===== config.mk =====
export PLATFORM = sky130hd
export DESIGN_NAME = mem_line_dump_unit
export DESIGN_NICKNAME = d
export VERILOG_FILES = /design/src/rtl/mem_dump_pkg.sv /design/src/rtl/mem_line_dump_unit_line_word_mux.sv /design/src/rtl/mem_line_dump_unit.sv
export SDC_FILE = /design/constraint.sdc
export NUM_CORES = 1
export LEC_CHECK = 0
export BUFFER_PORTS_ARGS = -buffer_cell sky130_fd_sc_hd__buf_2
export CELL_PAD_IN_SITES_DETAIL_PLACEMENT = 0
export CELL_PAD_IN_SITES_GLOBAL_PLACEMENT = 1
export CORE_MARGIN = 4
export CORE_UTILIZATION = 30
export CTS_BUF_LIST = sky130_fd_sc_hd__clkbuf_4 sky130_fd_sc_hd__clkbuf_8
export CTS_CLUSTER_DIAMETER = 120
export DETAILED_ROUTE_END_ITERATION = 10
export PLACE_DENSITY_LB_ADDON = 0.1
export RECOVER_POWER = 100
export SLEW_MARGIN = 20
export SYNTH_ARGS = -nofsm -noshare
export SYNTH_HDL_FRONTEND = slang
export SYNTH_SLANG_ARGS = --single-unit
export TNS_END_PERCENT = 5

===== constraint.sdc =====
create_clock -name i_clk -period 43.9 [get_ports i_clk]
set_input_delay 2.195 -clock i_clk [delete_from_list [all_inputs] [get_ports i_clk]]
set_output_delay 2.195 -clock i_clk [all_outputs]
set_load 0.005 [all_outputs]

===== src/rtl/mem_dump_pkg.sv =====
`timescale 1ns/1ps
// Shared types and width helpers for the line-memory dump engine.
package mem_dump_pkg;

  typedef enum logic [2:0] {IDLE, READ, WAIT, EMIT, DONE} state_t;

  localparam int WORD_W_DEF = 32;
  localparam int LAT_W      = 3;

  function automatic int line_w(input int word_w, input int words_per_line);
    return word_w * words_per_line;
  endfunction

  function automatic int idx_w(input int num_lines, input int words_per_line);
    return $clog2(num_lines) + $clog2(words_per_line);
  endfunction

endpackage


===== src/rtl/mem_line_dump_unit_line_word_mux.sv =====
`timescale 1ns/1ps
// Line buffer loaded once per memory read; word select is combinational, one word per cycle.
module line_word_mux
  import mem_dump_pkg::*;
#(
  parameter int WORD_W         = WORD_W_DEF,
  parameter int WORDS_PER_LINE = 16,
  localparam int LINE_W        = line_w(WORD_W, WORDS_PER_LINE),
  localparam int WP_W          = $clog2(WORDS_PER_LINE)
) (
  input  logic              i_clk,
  input  logic              i_rst,
  input  logic              i_load,
  input  logic [LINE_W-1:0] i_line,
  input  logic [WP_W-1:0]   i_sel,
  output logic [WORD_W-1:0] o_word
);

  logic [WORDS_PER_LINE-1:0][WORD_W-1:0] r_buf;

  always_ff @(posedge i_clk or posedge i_rst) begin
    if (i_rst) begin
      r_buf <= '0;
    end else if (i_load) begin
      r_buf <= i_line;
    end
  end

  assign o_word = r_buf[i_sel];

endmodule


===== src/rtl/mem_line_dump_unit.sv =====
`timescale 1ns/1ps
// End-of-program dump: on an END_PC edge, reads lines and streams words FIRST_WORD..LAST_WORD
// over valid/ready (outputs hold while stalled), then raises halt_req. Checksum ports: DUMP_CHECKSUM_EN.
module mem_line_dump_unit
  import mem_dump_pkg::*;
#(
  parameter int              WORD_W         = WORD_W_DEF,
  parameter int              WORDS_PER_LINE = 16,
  parameter int              NUM_LINES      = 64,
  parameter int              PC_W           = 32,
  parameter logic [PC_W-1:0] END_PC         = PC_W'(32'h80),
  parameter int              FIRST_WORD     = 32,
  parameter int              LAST_WORD      = 127,
  parameter int              READ_LAT       = 1,
  localparam int             LINE_W         = line_w(WORD_W, WORDS_PER_LINE),
  localparam int             LA_W           = $clog2(NUM_LINES),
  localparam int             WP_W           = $clog2(WORDS_PER_LINE),
  localparam int             IDX_W          = idx_w(NUM_LINES, WORDS_PER_LINE)
) (
  input  logic              i_clk,
  input  logic              i_clr,
  input  logic [PC_W-1:0]   i_pc,
  output logic              o_line_rd_en,
  output logic [LA_W-1:0]   o_line_addr,
  input  logic [LINE_W-1:0] i_line_rdata,
  output logic              o_dump_valid,
  input  logic              i_dump_ready,
  output logic [WORD_W-1:0] o_dump_word,
  output logic [IDX_W-1:0]  o_dump_idx,
  output logic              o_dump_last,
  output logic              o_busy,
  output logic              o_halt_req
`ifdef DUMP_CHECKSUM_EN
  ,
  output logic [WORD_W-1:0] o_dump_csum,
  output logic              o_csum_valid
`endif
);

  state_t            r_state;
  state_t            w_next;
  logic              r_pc_hit;
  logic [LA_W-1:0]   r_line;
  logic [WP_W-1:0]   r_word;
  logic [LAT_W-1:0]  r_lat;
  logic              w_trigger;
  logic              w_accept;
  logic              w_is_last;
  logic              w_line_end;
  logic              w_lat_done;
  logic              w_load;
  logic [IDX_W-1:0]  w_flat;
  logic [WORD_W-1:0] w_word;

  assign w_trigger  = (i_pc == END_PC) & ~r_pc_hit;
  assign w_flat     = {r_line, r_word};
  assign w_is_last  = (w_flat == IDX_W'(LAST_WORD));
  assign w_line_end = (r_word == WP_W'(WORDS_PER_LINE - 1));
  assign w_lat_done = (r_lat == LAT_W'(READ_LAT - 1));
  assign w_accept   = (r_state == EMIT) & i_dump_ready;
  assign w_load     = (r_state == WAIT) & w_lat_done;

  always_ff @(posedge i_clk or posedge i_clr) begin
    if (i_clr) begin
      r_state <= IDLE;
    end else begin
      r_state <= w_next;
    end
  end

  always_comb begin
    w_next = r_state;
    case (r_state)
      IDLE:    if (w_trigger) w_next = READ;
      READ:    w_next = WAIT;
      WAIT:    if (w_lat_done) w_next = EMIT;
      EMIT: begin
        if (w_accept) begin
          if (w_is_last) begin
            w_next = DONE;
          end else if (w_line_end) begin
            w_next = READ;
          end
        end
      end
      DONE:    w_next = DONE;
      default: w_next = IDLE;
    endcase
  end

  always_comb begin
    o_line_rd_en = 1'b0;
    o_line_addr  = '0;
    o_dump_valid = 1'b0;
    o_dump_word  = '0;
    o_dump_idx   = '0;
    o_busy       = 1'b0;
    o_halt_req   = 1'b0;
    case (r_state)
      READ: begin
        o_line_rd_en = 1'b1;
        o_line_addr  = r_line;
        o_busy       = 1'b1;
      end
      WAIT: o_busy = 1'b1;
      EMIT: begin
        o_dump_valid = 1'b1;
        o_dump_word  = w_word;
        o_dump_idx   = w_flat;
        o_busy       = 1'b1;
      end
      DONE: o_halt_req = 1'b1;
      default: ;
    endcase
  end

  assign o_dump_last = o_dump_valid & w_is_last;

  // Edge register tracks pc every cycle so a held END_PC fires only once.
  always_ff @(posedge i_clk or posedge i_clr) begin
    if (i_clr) begin
      r_pc_hit <= 1'b0;
      r_line   <= '0;
      r_word   <= '0;
      r_lat    <= '0;
    end else begin
      r_pc_hit <= (i_pc == END_PC);
      if ((r_state == IDLE) && w_trigger) begin
        r_line <= LA_W'(FIRST_WORD / WORDS_PER_LINE);
        r_word <= WP_W'(FIRST_WORD % WORDS_PER_LINE);
      end
      if (r_state == READ) begin
        r_lat <= '0;
      end else if (r_state == WAIT) begin
        r_lat <= r_lat + LAT_W'(1);
      end
      if (w_accept && !w_is_last) begin
        if (w_line_end) begin
          r_word <= '0;
          r_line <= r_line + LA_W'(1);
        end else begin
          r_word <= r_word + WP_W'(1);
        end
      end
    end
  end

  line_word_mux #(
    .WORD_W        (WORD_W),
    .WORDS_PER_LINE(WORDS_PER_LINE)
  ) u_line_word_mux (
    .i_clk (i_clk),
    .i_rst (i_clr),
    .i_load(w_load),
    .i_line(i_line_rdata),
    .i_sel (r_word),
    .o_word(w_word)
  );

`ifdef DUMP_CHECKSUM_EN
  logic [WORD_W-1:0] r_csum;

  always_ff @(posedge i_clk or posedge i_clr) begin
    if (i_clr) begin
      r_csum <= '0;
    end else if ((r_state == IDLE) && w_trigger) begin
      r_csum <= '0;
    end else if (w_accept) begin
      r_csum <= r_csum + w_word;
    end
  end

  assign o_dump_csum  = r_csum;
  assign o_csum_valid = (r_state == DONE);
`endif

endmodule

==> impl_results.md <==
* Worst min path class: register to register
* Clock buffer depth at 3
* GP Congestion at just under 0.8
* Layout Skew at 32.6 ps
* Synth top area cells: dfrtp_1 (55%), mux2_1 (22%), mux4_2 (12%)
* Synth Register Bits at between 500 and 600
* Finished Cell Area at around 30000 um2
* Ys Warns at 0
* Crit-path slowest cell: clkbuf_1
* Root Buffer: clkbuf_8
* EDFF count, synth at 0
* # DRC at 0
* WL/cell at around 24 um
* Cells after Synth at between 1000 and 1500
* Ys flop type: dfrtp_1
* Most common cell on crit path: clkbuf_1
* Die span in x at 292 um
* Worst r2r src: r_lat[0]
* Rows at 103
* Crit-path max cell delay at about 7300 ps
* Pre-Repair DR Iteration Count at 5
* Boundary Pins at 600
* Via total after detailed routing at ~16000
* Hold endpoint: u_line_word_mux.r_buf[475]
* Critical-path cell list: inv_1 -> ha_1 -> nand2b_1 -> nor4_1 -> clkbuf_1 -> clkbuf_1 -> mux2_2
* Dpl cell area at ~28000 um2
* Largest net degree at the start of global routing at approximately 190
* Lkg Pwr at approximately 15 nW
* Worst hold path startpoint: u_line_word_mux.r_buf[475]
* CTS tree: done
* Post-Syn Area at between 20000 and 25000 um2
* Hold-fix buffers, CTS at 0
* Worst Reg-to-Reg Cells at 7
* Starting Density at 0.304
* Final hold violation count at 0
* # nets final at around 2700
* Worst skew pair latency at a little under 700 ps
* Area grow syn2layout at 24.8%
* Vias in the first global route at 17300
* Critical path arrival at ~13000 ps
* Postcts setup bufs at 0
* Max Cap Viol at 18
* Fin crit share at 0.278
* DP Wirelength at about 57 mm
* Routed vias/inst at 4.78
* CP endpoint kind: register
* R2R setup slack at around 32000 ps
* Synth Area in Simple Gates at 0.0188
* Worst VDD drop at ~0.04 mV
* Failing checks: capacitance limit, slew limit
* Post-Route WL at about 79 mm
* Chip Height at between 200 and 300 um
* Total track usage at 0.182
* Cts repair resizes at 0
* Synth top area share at 0.549
* Antenna viol nets, final at 0
* PwrDens at ~63 nW/um2
* CTS Buf Count at 100
* Area share of fa/ha/maj cells after synthesis at 0.00207
* Synth Area in XOR/XNOR at 0.000363
* Post-synthesis net count at just over 2000
* Max Slew Vio Count at between 1000 and 1500
* RSZ-0062 raised after global routing: no
* Slew headroom at -5.86
* Port Buffers at 599
* Worst Path Max Fanout at 184
* Post-synth top cells: dfrtp_1 (529), mux2_1 (480), mux4_2 (128), mux2i_1 (64), buf_4 (43)
* Layout cells sized above 1 at 0.421
* Sequential share of the synthesized area at 0.549
* Tmin final at between 10000 and 15000 ps
* Post-synthesis compound-gate area fraction at 0.0165
* Detailed Route Iter0 Violations at around 650
* Count leader, synth: dfrtp_1
* Critical Path Start Type: register
* H-tree Lvls at 3
* Post-Syn Area per Cell at roughly 16 um2
* CP required at between 40000 and 50000 ps
* Async set-or-reset flop fraction in the synthesized netlist at 1.00
* Distinct cells, synth at 46
* Largest area contributor in the netlist: dfrtp_1
* Core area at 79400 um2
* R2r endpoint: u_line_word_mux.r_buf[161]
* Main combinational cell family by area after synthesis: multiplexers
* Endpoints failing setup at 0
* WHS at between 400 and 500 ps
* First-pass GRT wire length at between 100 and 150 mm
* Initial antenna violation count at 63
* Mux share of post-synthesis cell area at 0.385
* Die ar. at between 80000 and 90000 um2
* Critical Setup Path Class: register to register
* Global route overflow at 0
* Worst Tran Pin Value at roughly 10000 ps
* Max Clk Rate at around 82 MHz
* CTS clk-pin slew, worst paths at approximately 60 ps
* Status: finished with violations
* Hold Path Cell Cnt at 1
* Sink Count at about 530
* Setup_tns at 0 ps
area by class of cell:
class / instances / area [um2]
clock buffers: 166 / 2070
flip-flops and latches: 529 / 13200
repair buffers: 619 / 3040
diodes: 27 / 67.6
fillers: 7798 / 49300
multi-input cells: 847 / 10200
inverters: 8 / 31.3
clock inverters: 13 / 153
well taps: 1050 / 1310
cells in the final DEF, fill, tap and decap left out, types with 32 or more instances in the layout:
cell type	count
buf_2	564
dfrtp_1	527
mux2_1	480
clkbuf_8	131
mux4_2	128
mux2i_1	64
clkbuf_1	49
o22ai_1	35
clkbuf_4	35
mux2_2	32
kinds of logic (layout without fill, tap and decap cells):
family          Yosys count  count (layout)
compound gates           63              63
xor+xnor                  1               1
fa+ha+maj                 4               4
buf+inv                 114             806
flops                   529             529
mux                     704             704
other cells               0              27
simple gates             75              75
worst max-delay path: cells and delay by family (launching register included):
kind | cells | cell delay [ps]
adder cells (fa/ha/maj) | 1 | 150
AND/OR/NAND/NOR | 2 | 380
multiplexers | 1 | 1110
flip-flops | 1 | 410
buffers and inverters | 3 | 9750
per-layer routing:
metal / share of wire / global-route usage / up-vias
li1: - / - / 6906
met2: 0.46 / 0.282 / 454
met1: 0.43 / 0.239 / 8010
met3: 0.078 / 0.0685 / 173
met5: 0.0041 / 0 / -
met4: 0.023 / 0.0523 / 48
state kept, by name (all words and copies together) (netlist names):
| signal | count |
|---|---|
| r_line | 6 |
| u_line_word_mux.r_buf | 512 |
| r_pc_hit | 1 |
| r_state | 3 |
| r_lat | 3 |
| r_word | 4 |
how the worst max path moves through the flow:
stage / to / slack (ps) / from / cells past startpoint
after floorplan: r_lat[0] / 26920 / i_clr / 1
after global placement: o_dump_word[18] / 37560 / r_word[0] / 6
after detailed placement: o_dump_word[18] / 37550 / r_word[0] / 6
after CTS: o_dump_word[18] / 36780 / r_word[0] / 6
after global routing: u_line_word_mux.r_buf[429] / 29850 / i_clr / 4
final: u_line_word_mux.r_buf[161] / 31680 / r_lat[0] / 7
stage by stage:
stage	cells	power [W]	util	setup WS (ps)
3_5_place_dp	3052	0.00137	0.352	37550
6_report	3259	0.00191	0.379	31680
3_3_place_gp	3052	0.00135	0.352	37560
2_1_floorplan	1490	0.00123	-	26920
5_1_grt	3245	0.00204	0.379	29850
4_1_cts	3231	0.00192	0.380	36780
report_power, final:
group	internal (W)	switching, W
clock network	0.000308	0.000218
registers	0.000733	0.000118
logic	0.000326	0.000209
total	0.00137	0.000545
Power figures use the tool's default switching activity.
